--- config.mk ---
export PLATFORM = sky130hd
export DESIGN_NAME = spi_dual_req_arbiter
export DESIGN_NICKNAME = d
export VERILOG_FILES = /design/src/rtl/spi_arb_pkg.sv /design/src/rtl/spi_byte_engine.sv /design/src/rtl/spi_dual_req_arbiter.sv
export SDC_FILE = /design/constraint.sdc
export NUM_CORES = 1
export LEC_CHECK = 0
export CAP_MARGIN = 15
export CORE_ASPECT_RATIO = 2
export CORE_MARGIN = 2
export CORE_UTILIZATION = 24
export DETAILED_ROUTE_END_ITERATION = 10
export GPL_TIMING_DRIVEN = 0
export PLACE_DENSITY = 0.47
export SLEW_MARGIN = 5
export SYNTH_ARGS = -nofsm -noshare
export SYNTH_HDL_FRONTEND = slang
export SYNTH_SLANG_ARGS = --single-unit
--- constraint.sdc ---
create_clock -name clk -period 2 [get_ports clk]
set_clock_uncertainty 0.15 [all_clocks]
set_input_delay 0.4 -clock clk [delete_from_list [all_inputs] [get_ports clk]]
set_output_delay 0.4 -clock clk [all_outputs]
set_load 0.02 [all_outputs]
--- src/rtl/spi_arb_pkg.sv ---
// Shared types and constants for the dual-requester SPI arbiter.
package spi_arb_pkg;

  // Transfer phases, as seen from outside the block (dbg_state).
  typedef enum logic [2:0] {
    IDLE  = 3'd0,
    SETUP = 3'd1,
    SHIFT = 3'd2,
    HOLD  = 3'd3,
    DONE  = 3'd4,
    GAP   = 3'd5
  } state_e;

  // Arbiter-level phases; the byte engine owns SETUP/SHIFT/HOLD/DONE
  // while the arbiter sits in ARB_XFER.
  typedef enum logic [1:0] {
    ARB_IDLE = 2'd0,
    ARB_XFER = 2'd1,
    ARB_GAP  = 2'd2
  } arb_state_e;

  localparam logic PORT0 = 1'b0;
  localparam logic PORT1 = 1'b1;

  localparam int DEF_DATA_W  = 8;
  localparam int DEF_CLK_DIV = 4;

  // Round-robin choice: a lone request wins, a tie goes to the port
  // that was not granted last time.
  function automatic logic rr_pick(input logic r0, input logic r1, input logic last);
    if (r0 && r1) return ~last;
    else if (r1)  return PORT1;
    else          return PORT0;
  endfunction

endpackage

--- src/rtl/spi_byte_engine.sv ---
// SPI mode-0 byte engine: setup delay, DATA_W-bit MSB-first shift with
// sclk generation, a hold phase, then a one-cycle done.
module spi_byte_engine
  import spi_arb_pkg::*;
#(
  parameter int DATA_W  = DEF_DATA_W,
  parameter int CLK_DIV = DEF_CLK_DIV
) (
  input  logic              clk,
  input  logic              rst_n,
  input  logic              start_i,
  input  logic [DATA_W-1:0] tx_i,
  input  logic              miso_i,
  output logic              sclk_o,
  output logic              mosi_o,
  output logic [DATA_W-1:0] rx_o,
  output logic              done_o,
  output logic              active_o,
  output state_e            state_o
);

  localparam int CNT_W = (CLK_DIV > 2) ? $clog2(CLK_DIV) : 1;
  localparam int BIT_W = $clog2(2 * DATA_W);
  localparam logic [CNT_W-1:0] HP_LAST   = CNT_W'(CLK_DIV - 1);
  localparam logic [BIT_W-1:0] BIT_LAST  = BIT_W'(2 * DATA_W - 1);
  // Half-period index that ends with the final falling edge; mosi must
  // keep the last bit there instead of shifting in a zero.
  localparam logic [BIT_W-1:0] FALL_LAST = BIT_W'(2 * DATA_W - 2);

  state_e            state_q,   state_d;
  logic [CNT_W-1:0]  hp_cnt_q,  hp_cnt_d;
  logic [BIT_W-1:0]  bit_cnt_q, bit_cnt_d;
  logic              sclk_q,    sclk_d;
  logic [DATA_W-1:0] tx_sr_q,   tx_sr_d;
  logic [DATA_W-1:0] rx_sr_q,   rx_sr_d;
  logic              hp_last;

  assign hp_last = (hp_cnt_q == HP_LAST);

  // Next-state, half-period timing, edge generation and shifting.
  always_comb begin
    state_d   = state_q;
    hp_cnt_d  = hp_cnt_q;
    bit_cnt_d = bit_cnt_q;
    sclk_d    = sclk_q;
    tx_sr_d   = tx_sr_q;
    rx_sr_d   = rx_sr_q;
    case (state_q)
      IDLE: begin
        if (start_i) begin
          state_d   = SETUP;
          tx_sr_d   = tx_i;
          hp_cnt_d  = '0;
          bit_cnt_d = '0;
        end
      end
      SETUP: begin
        if (hp_last) begin
          // First rising edge: slave data is sampled on the way up.
          state_d  = SHIFT;
          hp_cnt_d = '0;
          sclk_d   = 1'b1;
          rx_sr_d  = {rx_sr_q[DATA_W-2:0], miso_i};
        end else begin
          hp_cnt_d = hp_cnt_q + CNT_W'(1);
        end
      end
      SHIFT: begin
        if (hp_last) begin
          hp_cnt_d = '0;
          if (bit_cnt_q == BIT_LAST) begin
            state_d   = HOLD;
            bit_cnt_d = '0;
          end else begin
            bit_cnt_d = bit_cnt_q + BIT_W'(1);
            sclk_d    = ~sclk_q;
            if (sclk_q) begin
              if (bit_cnt_q != FALL_LAST) tx_sr_d = {tx_sr_q[DATA_W-2:0], 1'b0};
            end else begin
              rx_sr_d = {rx_sr_q[DATA_W-2:0], miso_i};
            end
          end
        end else begin
          hp_cnt_d = hp_cnt_q + CNT_W'(1);
        end
      end
      HOLD: begin
        if (hp_last) begin
          state_d  = DONE;
          hp_cnt_d = '0;
        end else begin
          hp_cnt_d = hp_cnt_q + CNT_W'(1);
        end
      end
      DONE:    state_d = IDLE;
      default: state_d = IDLE;
    endcase
  end

  // Engine state register; reset aborts any transfer in flight.
  always_ff @(posedge clk or negedge rst_n) begin
    if (!rst_n) begin
      state_q   <= IDLE;
      hp_cnt_q  <= '0;
      bit_cnt_q <= '0;
      sclk_q    <= 1'b0;
      tx_sr_q   <= '0;
      rx_sr_q   <= '0;
    end else begin
      state_q   <= state_d;
      hp_cnt_q  <= hp_cnt_d;
      bit_cnt_q <= bit_cnt_d;
      sclk_q    <= sclk_d;
      tx_sr_q   <= tx_sr_d;
      rx_sr_q   <= rx_sr_d;
    end
  end

  assign sclk_o   = sclk_q;
  assign mosi_o   = tx_sr_q[DATA_W-1];
  assign rx_o     = rx_sr_q;
  assign done_o   = (state_q == DONE);
  assign active_o = (state_q == SETUP) || (state_q == SHIFT) || (state_q == HOLD);
  assign state_o  = state_q;

endmodule

--- src/rtl/spi_dual_req_arbiter.sv ---
// Two requesters sharing one SPI byte engine, round-robin arbitrated.
// Handshake: reqN is a level the requester holds until it sees the
// one-cycle gntN; gntN is also the moment txN has been captured, so
// after gntN the requester may drop reqN or change txN freely. doneN
// pulses once when rxN carries the new byte; rxN then holds until the
// next doneN. Keeping reqN high past doneN asks for another transfer.
module spi_dual_req_arbiter
  import spi_arb_pkg::*;
#(
  parameter int DATA_W  = DEF_DATA_W,
  parameter int CLK_DIV = DEF_CLK_DIV
) (
  input  logic              clk,
  input  logic              rst_n,
  input  logic              req0,
  input  logic [DATA_W-1:0] tx0,
  output logic              gnt0,
  output logic              done0,
  output logic [DATA_W-1:0] rx0,
  input  logic              req1,
  input  logic [DATA_W-1:0] tx1,
  output logic              gnt1,
  output logic              done1,
  output logic [DATA_W-1:0] rx1,
  output logic              busy,
  output logic              sclk,
  output logic              mosi,
  input  logic              miso,
  output logic              cs0_n,
  output logic              cs1_n,
  output state_e            dbg_state
);

  localparam int CNT_W = (CLK_DIV > 2) ? $clog2(CLK_DIV) : 1;
  localparam logic [CNT_W-1:0] GAP_LAST = CNT_W'(CLK_DIV - 1);

  arb_state_e        arb_q,     arb_d;
  logic              port_q,    port_d;
  logic              last_q,    last_d;
  logic              gnt0_q,    gnt0_d;
  logic              gnt1_q,    gnt1_d;
  logic [CNT_W-1:0]  gap_cnt_q, gap_cnt_d;
  logic [DATA_W-1:0] rx0_q,     rx0_d;
  logic [DATA_W-1:0] rx1_q,     rx1_d;

  logic              pick;
  logic              start;
  logic [DATA_W-1:0] tx_sel;
  logic              eng_done;
  logic              eng_active;
  logic [DATA_W-1:0] eng_rx;
  state_e            eng_state;

  assign pick   = rr_pick(req0, req1, last_q);
  assign tx_sel = (pick == PORT1) ? tx1 : tx0;

  // Arbiter: sample requests only when idle, then wait out transfer and gap.
  always_comb begin
    arb_d     = arb_q;
    port_d    = port_q;
    last_d    = last_q;
    gnt0_d    = 1'b0;
    gnt1_d    = 1'b0;
    gap_cnt_d = gap_cnt_q;
    start     = 1'b0;
    case (arb_q)
      ARB_IDLE: begin
        if (req0 || req1) begin
          arb_d  = ARB_XFER;
          port_d = pick;
          last_d = pick;
          gnt0_d = (pick == PORT0);
          gnt1_d = (pick == PORT1);
          start  = 1'b1;
        end
      end
      ARB_XFER: begin
        if (eng_done) begin
          arb_d     = ARB_GAP;
          gap_cnt_d = '0;
        end
      end
      ARB_GAP: begin
        if (gap_cnt_q == GAP_LAST) arb_d = ARB_IDLE;
        else                       gap_cnt_d = gap_cnt_q + CNT_W'(1);
      end
      default: arb_d = ARB_IDLE;
    endcase
  end

  // Received-byte steering: only the granted port's holding register moves.
  always_comb begin
    rx0_d = rx0_q;
    rx1_d = rx1_q;
    if (done0) rx0_d = eng_rx;
    if (done1) rx1_d = eng_rx;
  end

  // Arbiter registers; last starts at port 1 so port 0 wins the first tie.
  always_ff @(posedge clk or negedge rst_n) begin
    if (!rst_n) begin
      arb_q     <= ARB_IDLE;
      port_q    <= PORT0;
      last_q    <= PORT1;
      gnt0_q    <= 1'b0;
      gnt1_q    <= 1'b0;
      gap_cnt_q <= '0;
      rx0_q     <= '0;
      rx1_q     <= '0;
    end else begin
      arb_q     <= arb_d;
      port_q    <= port_d;
      last_q    <= last_d;
      gnt0_q    <= gnt0_d;
      gnt1_q    <= gnt1_d;
      gap_cnt_q <= gap_cnt_d;
      rx0_q     <= rx0_d;
      rx1_q     <= rx1_d;
    end
  end

  spi_byte_engine #(
    .DATA_W  (DATA_W),
    .CLK_DIV (CLK_DIV)
  ) u_engine (
    .clk      (clk),
    .rst_n    (rst_n),
    .start_i  (start),
    .tx_i     (tx_sel),
    .miso_i   (miso),
    .sclk_o   (sclk),
    .mosi_o   (mosi),
    .rx_o     (eng_rx),
    .done_o   (eng_done),
    .active_o (eng_active),
    .state_o  (eng_state)
  );

  assign gnt0  = gnt0_q;
  assign gnt1  = gnt1_q;
  assign done0 = eng_done && (port_q == PORT0);
  assign done1 = eng_done && (port_q == PORT1);
  // During the done cycle the fresh byte bypasses the holding register.
  assign rx0   = done0 ? eng_rx : rx0_q;
  assign rx1   = done1 ? eng_rx : rx1_q;
  // port_q is a single bit, so at most one select can ever be low.
  assign cs0_n = ~(eng_active && (port_q == PORT0));
  assign cs1_n = ~(eng_active && (port_q == PORT1));
  assign busy  = (arb_q != ARB_IDLE);

  assign dbg_state = (arb_q == ARB_IDLE) ? IDLE :
                     (arb_q == ARB_GAP)  ? GAP  : eng_state;

endmodule

==> impl_metrics.toml <==
[sta]
setup_ws_ps = -288
slew_headroom = 0.559
setup_viol = 20
worstMarginPinSlew_ps = 659
fin_crit_ps = 2290
tns_ps = -4420
slew_violations = 0
max_freq_ghz = 0.437
fin_crit_sh = 1.14
hold_viol_final = 0
grt_setup_unrepaired = "yes"

[place]
port_buffers = 48
place_congestion = 0.706
hpwl_um = 4090
dp_cells = 386

[cells_and_area]
final_cell_mix = "dfrtp_1 (48), buf_6 (23), clkdlybuf4s50_1 (23)"
layout-drive-gt1-share = 0.388
areaGrowthSynthToFinish_pct = 50.6
antenna_cells = 0
final_common_cell = "dfrtp_1"
finalNonFillerCells = 413
fillers = 990
nNetsFinal = 305

[synth]
ys_warn_count = 0
synth_edf_count = 0
synth.top_cell.area_share = 0.516
yosys-top-cells-area = "dfrtp_1 (52%), mux2_2 (16%), nand2_1 (3.3%)"
synth_area_per_cell_um2 = 11.6
synthesis.area_mm2 = 0.00238
syn_inst = 205
synth_seq_cells = 50
async_flop_share = 1.00
synthDistinctLibCells = 44
yosysTopAreaCell = "dfrtp_1"
synthFlopType = "dfrtp_1"
seq_area_frac_synth = 0.527
syn_nets = 230

[critical_path]
critPathCaptureType = "primary output"
crit_chain = "nor2_4, nand2_4, nor2_4, clkbuf_16, mux2_4, buf_6"
rrSetupSlack_ps = 110
arrival_ps = 1740
start_kind = "register"
critPathMaxFanout = 4
crit_required_ps = 1450
crit_buf_inv = 2
slowest_delay_ps = 420
path_class = "reg -> out"
crit_family = "flip-flops"
crit_slowest_cell = "dfrtp_1"
cp_common_cell = "nor2_4"

[cts]
cts_max_level = 2
cts_sinks = 50
clk_pin_slew_ps = 70
tritoncts = "yes"
clk_latency_ps = 290
numCtsBuffers = 5
root_buffer = "clkbuf_16"
clock_path_buffers = 2

[power_and_ir_drop]
p_switching_mw = 0.432
comb_power_share = 0.044
clkPwrFrac = 0.498
cellPowerDensity_mw_per_mm2 = 620
p_leak_nw = 1.70
ir_drop_mv = 0.452
p_int_mw = 1.78
swShare = 0.195
power_frac_seq = 0.459

[status]
status = "finished, violations left"
violations = "negative setup slack"

[grt]
grt_pass1_vias = 1917
antenna_found_initial = 0
grt_pass1_wl_um = 9400
grt_overflow = 0
grt_max_degree = 30
grt.total_usage = 0.116

[flow_run]
maxCapViolCount = 0

[detailed_routing]
first_pass_iters = 4
ant_nets = 0
drc_errors = 0
via_count = 1826
drt_iter0_markers = 37
wl_per_cell_um = 14.4
avgViaCountPerCell = 4.42
wirelength_um = 5930

[floorplan]
design.die.area_mm2 = 0.0108
rows = 51
core_mm2 = 0.00970
die_x_um = 74.4
die_h_um = 145
start_util = 0.245
io_pins = 49

[worst_hold_path]
min_path_type = "reg -> reg"
==> metal layers <==
layer / global-route usage / routed length, um / vias to the layer above
met5: 0 / 0 / -
met4: 0.0508 / 127 / 0
met3: 0.0194 / 143 / 8
met2: 0.221 / 3390 / 32
met1: 0.120 / 2270 / 906
li1: - / - / 880
==> registers in the layout (all words and copies together) (netlist names) <==
register            flops
arb_q                   2
gap_cnt_q               2
gnt0                    1
gnt1                    1
last_q                  1
port_q                  1
rx0_q                   8
rx1_q                   8
u_engine.bit_cnt_q      4
u_engine.hp_cnt_q       2
u_engine.rx_o           8
u_engine.sclk_o         1
u_engine.state_o        3
u_engine.tx_sr_q        8
==> kinds of logic (layout without fill, tap and decap cells) <==
family	count (synthesis)	after routing	synth area share
AND/OR/NAND/NOR	59	59	0.129
flip-flops	50	50	0.527
AO/OA/AOI/OAI	46	46	0.136
multiplexers	33	33	0.156
buffers and inverters	12	88	0.0269
adder cells (fa/ha/maj)	4	4	0.0211
XOR/XNOR	1	1	0.00369
==> worst register-to-register path: cells and delay by family (launching register included) <==
family          cells  cell delay [ps]
fa+ha+maj           1              210
flops               1              450
simple gates        2              260
mux                 1              380
compound gates      1              320
==> final timing paths <==
kind                                                    from                      endpoint  depth (start not counted)
setup reg to reg           u_engine.bit_cnt_q[1]$_DFFE_PN0P_  u_engine.rx_o[4]$_DFFE_PN0P_                          5
min in group asynchronous                              rst_n            rx0_q[3]$_DFF_PN0_                          2
hold / removal                            rx1_q[4]$_DFF_PN0_            rx1_q[4]$_DFF_PN0_                          1
hold reg to reg                           rx1_q[4]$_DFF_PN0_            rx1_q[4]$_DFF_PN0_                          1
max in group asynchronous                              rst_n            last_q$_DFFE_PN1P_                          3
setup / recovery             u_engine.state_o[0]$_DFFE_PN0P_                        rx0[0]                          6
==> cell type report <==
class,instances,area [um2],share of cell area
multi-input combinational,143,1180,0.330
inverter,3,11.3,0.00315
buffer,8,71.3,0.0199
clock buffer,5,125,0.0350
clock inverter,3,68.8,0.0192
sequential,50,1250,0.350
tap,132,165,0.0462
timing repair buffer,69,701,0.196
==> synthesized netlist by cell type, types with 2 or more instances <==
master     count
dfrtp_1       49
mux2_2        33
nand2_1       21
nor2_1        14
a21oi_1       12
a2bb2oi_1      7
o21ai_0        7
a21o_1         5
a22o_1         5
ha_1           4
buf_2          3
inv_1          3
nand3_1        3
nand4_1        3
and3_1         2
buf_1          2
buf_6          2
clkbuf_1       2
nand2b_1       2
nor2b_1        2
==> power groups by stage <==
| stage | Sequential (mW) | Clock (mW) | Combinational [mW] |
|---|---|---|---|
| after floorplan | 1.04 | 0 | 0.0260 |
| after global placement | 1.04 | 0 | 0.0940 |
| after detailed placement | 1.04 | 0 | 0.0984 |
| after CTS | 1.02 | 1.14 | 0.100 |
| after global routing | 1.02 | 1.18 | 0.110 |
| final | 1.02 | 1.10 | 0.0969 |
==> stage by stage <==
step / util / worst slack [ps] / power [mW] / area (um2) / hold slack, ps
detailed placement: 0.317 / -619 / 1.13 / 3080 / 265
global route: 0.369 / -352 / 2.30 / 3580 / 360
finish: 0.369 / -288 / 2.22 / 3580 / 351
CTS: 0.357 / -316 / 2.25 / 3460 / 348
floorplan: - / 0.257 / 1.06 / 2420 / -45.6
global placement: 0.316 / -1240 / 1.13 / 3060 / 328
==> what timing repair did <==
item                                    4_1_cts  5_1_grt
buffers inserted                              8       10
gates resized for setup                     144       18
pin swaps                                     5        2
hold buffers                                  1        0
endpoints found under the hold margin        21        0
endpoints found under the setup margin       40       38
cloned                                        1        1
No activity file was read; power rests on OpenSTA's default activity.
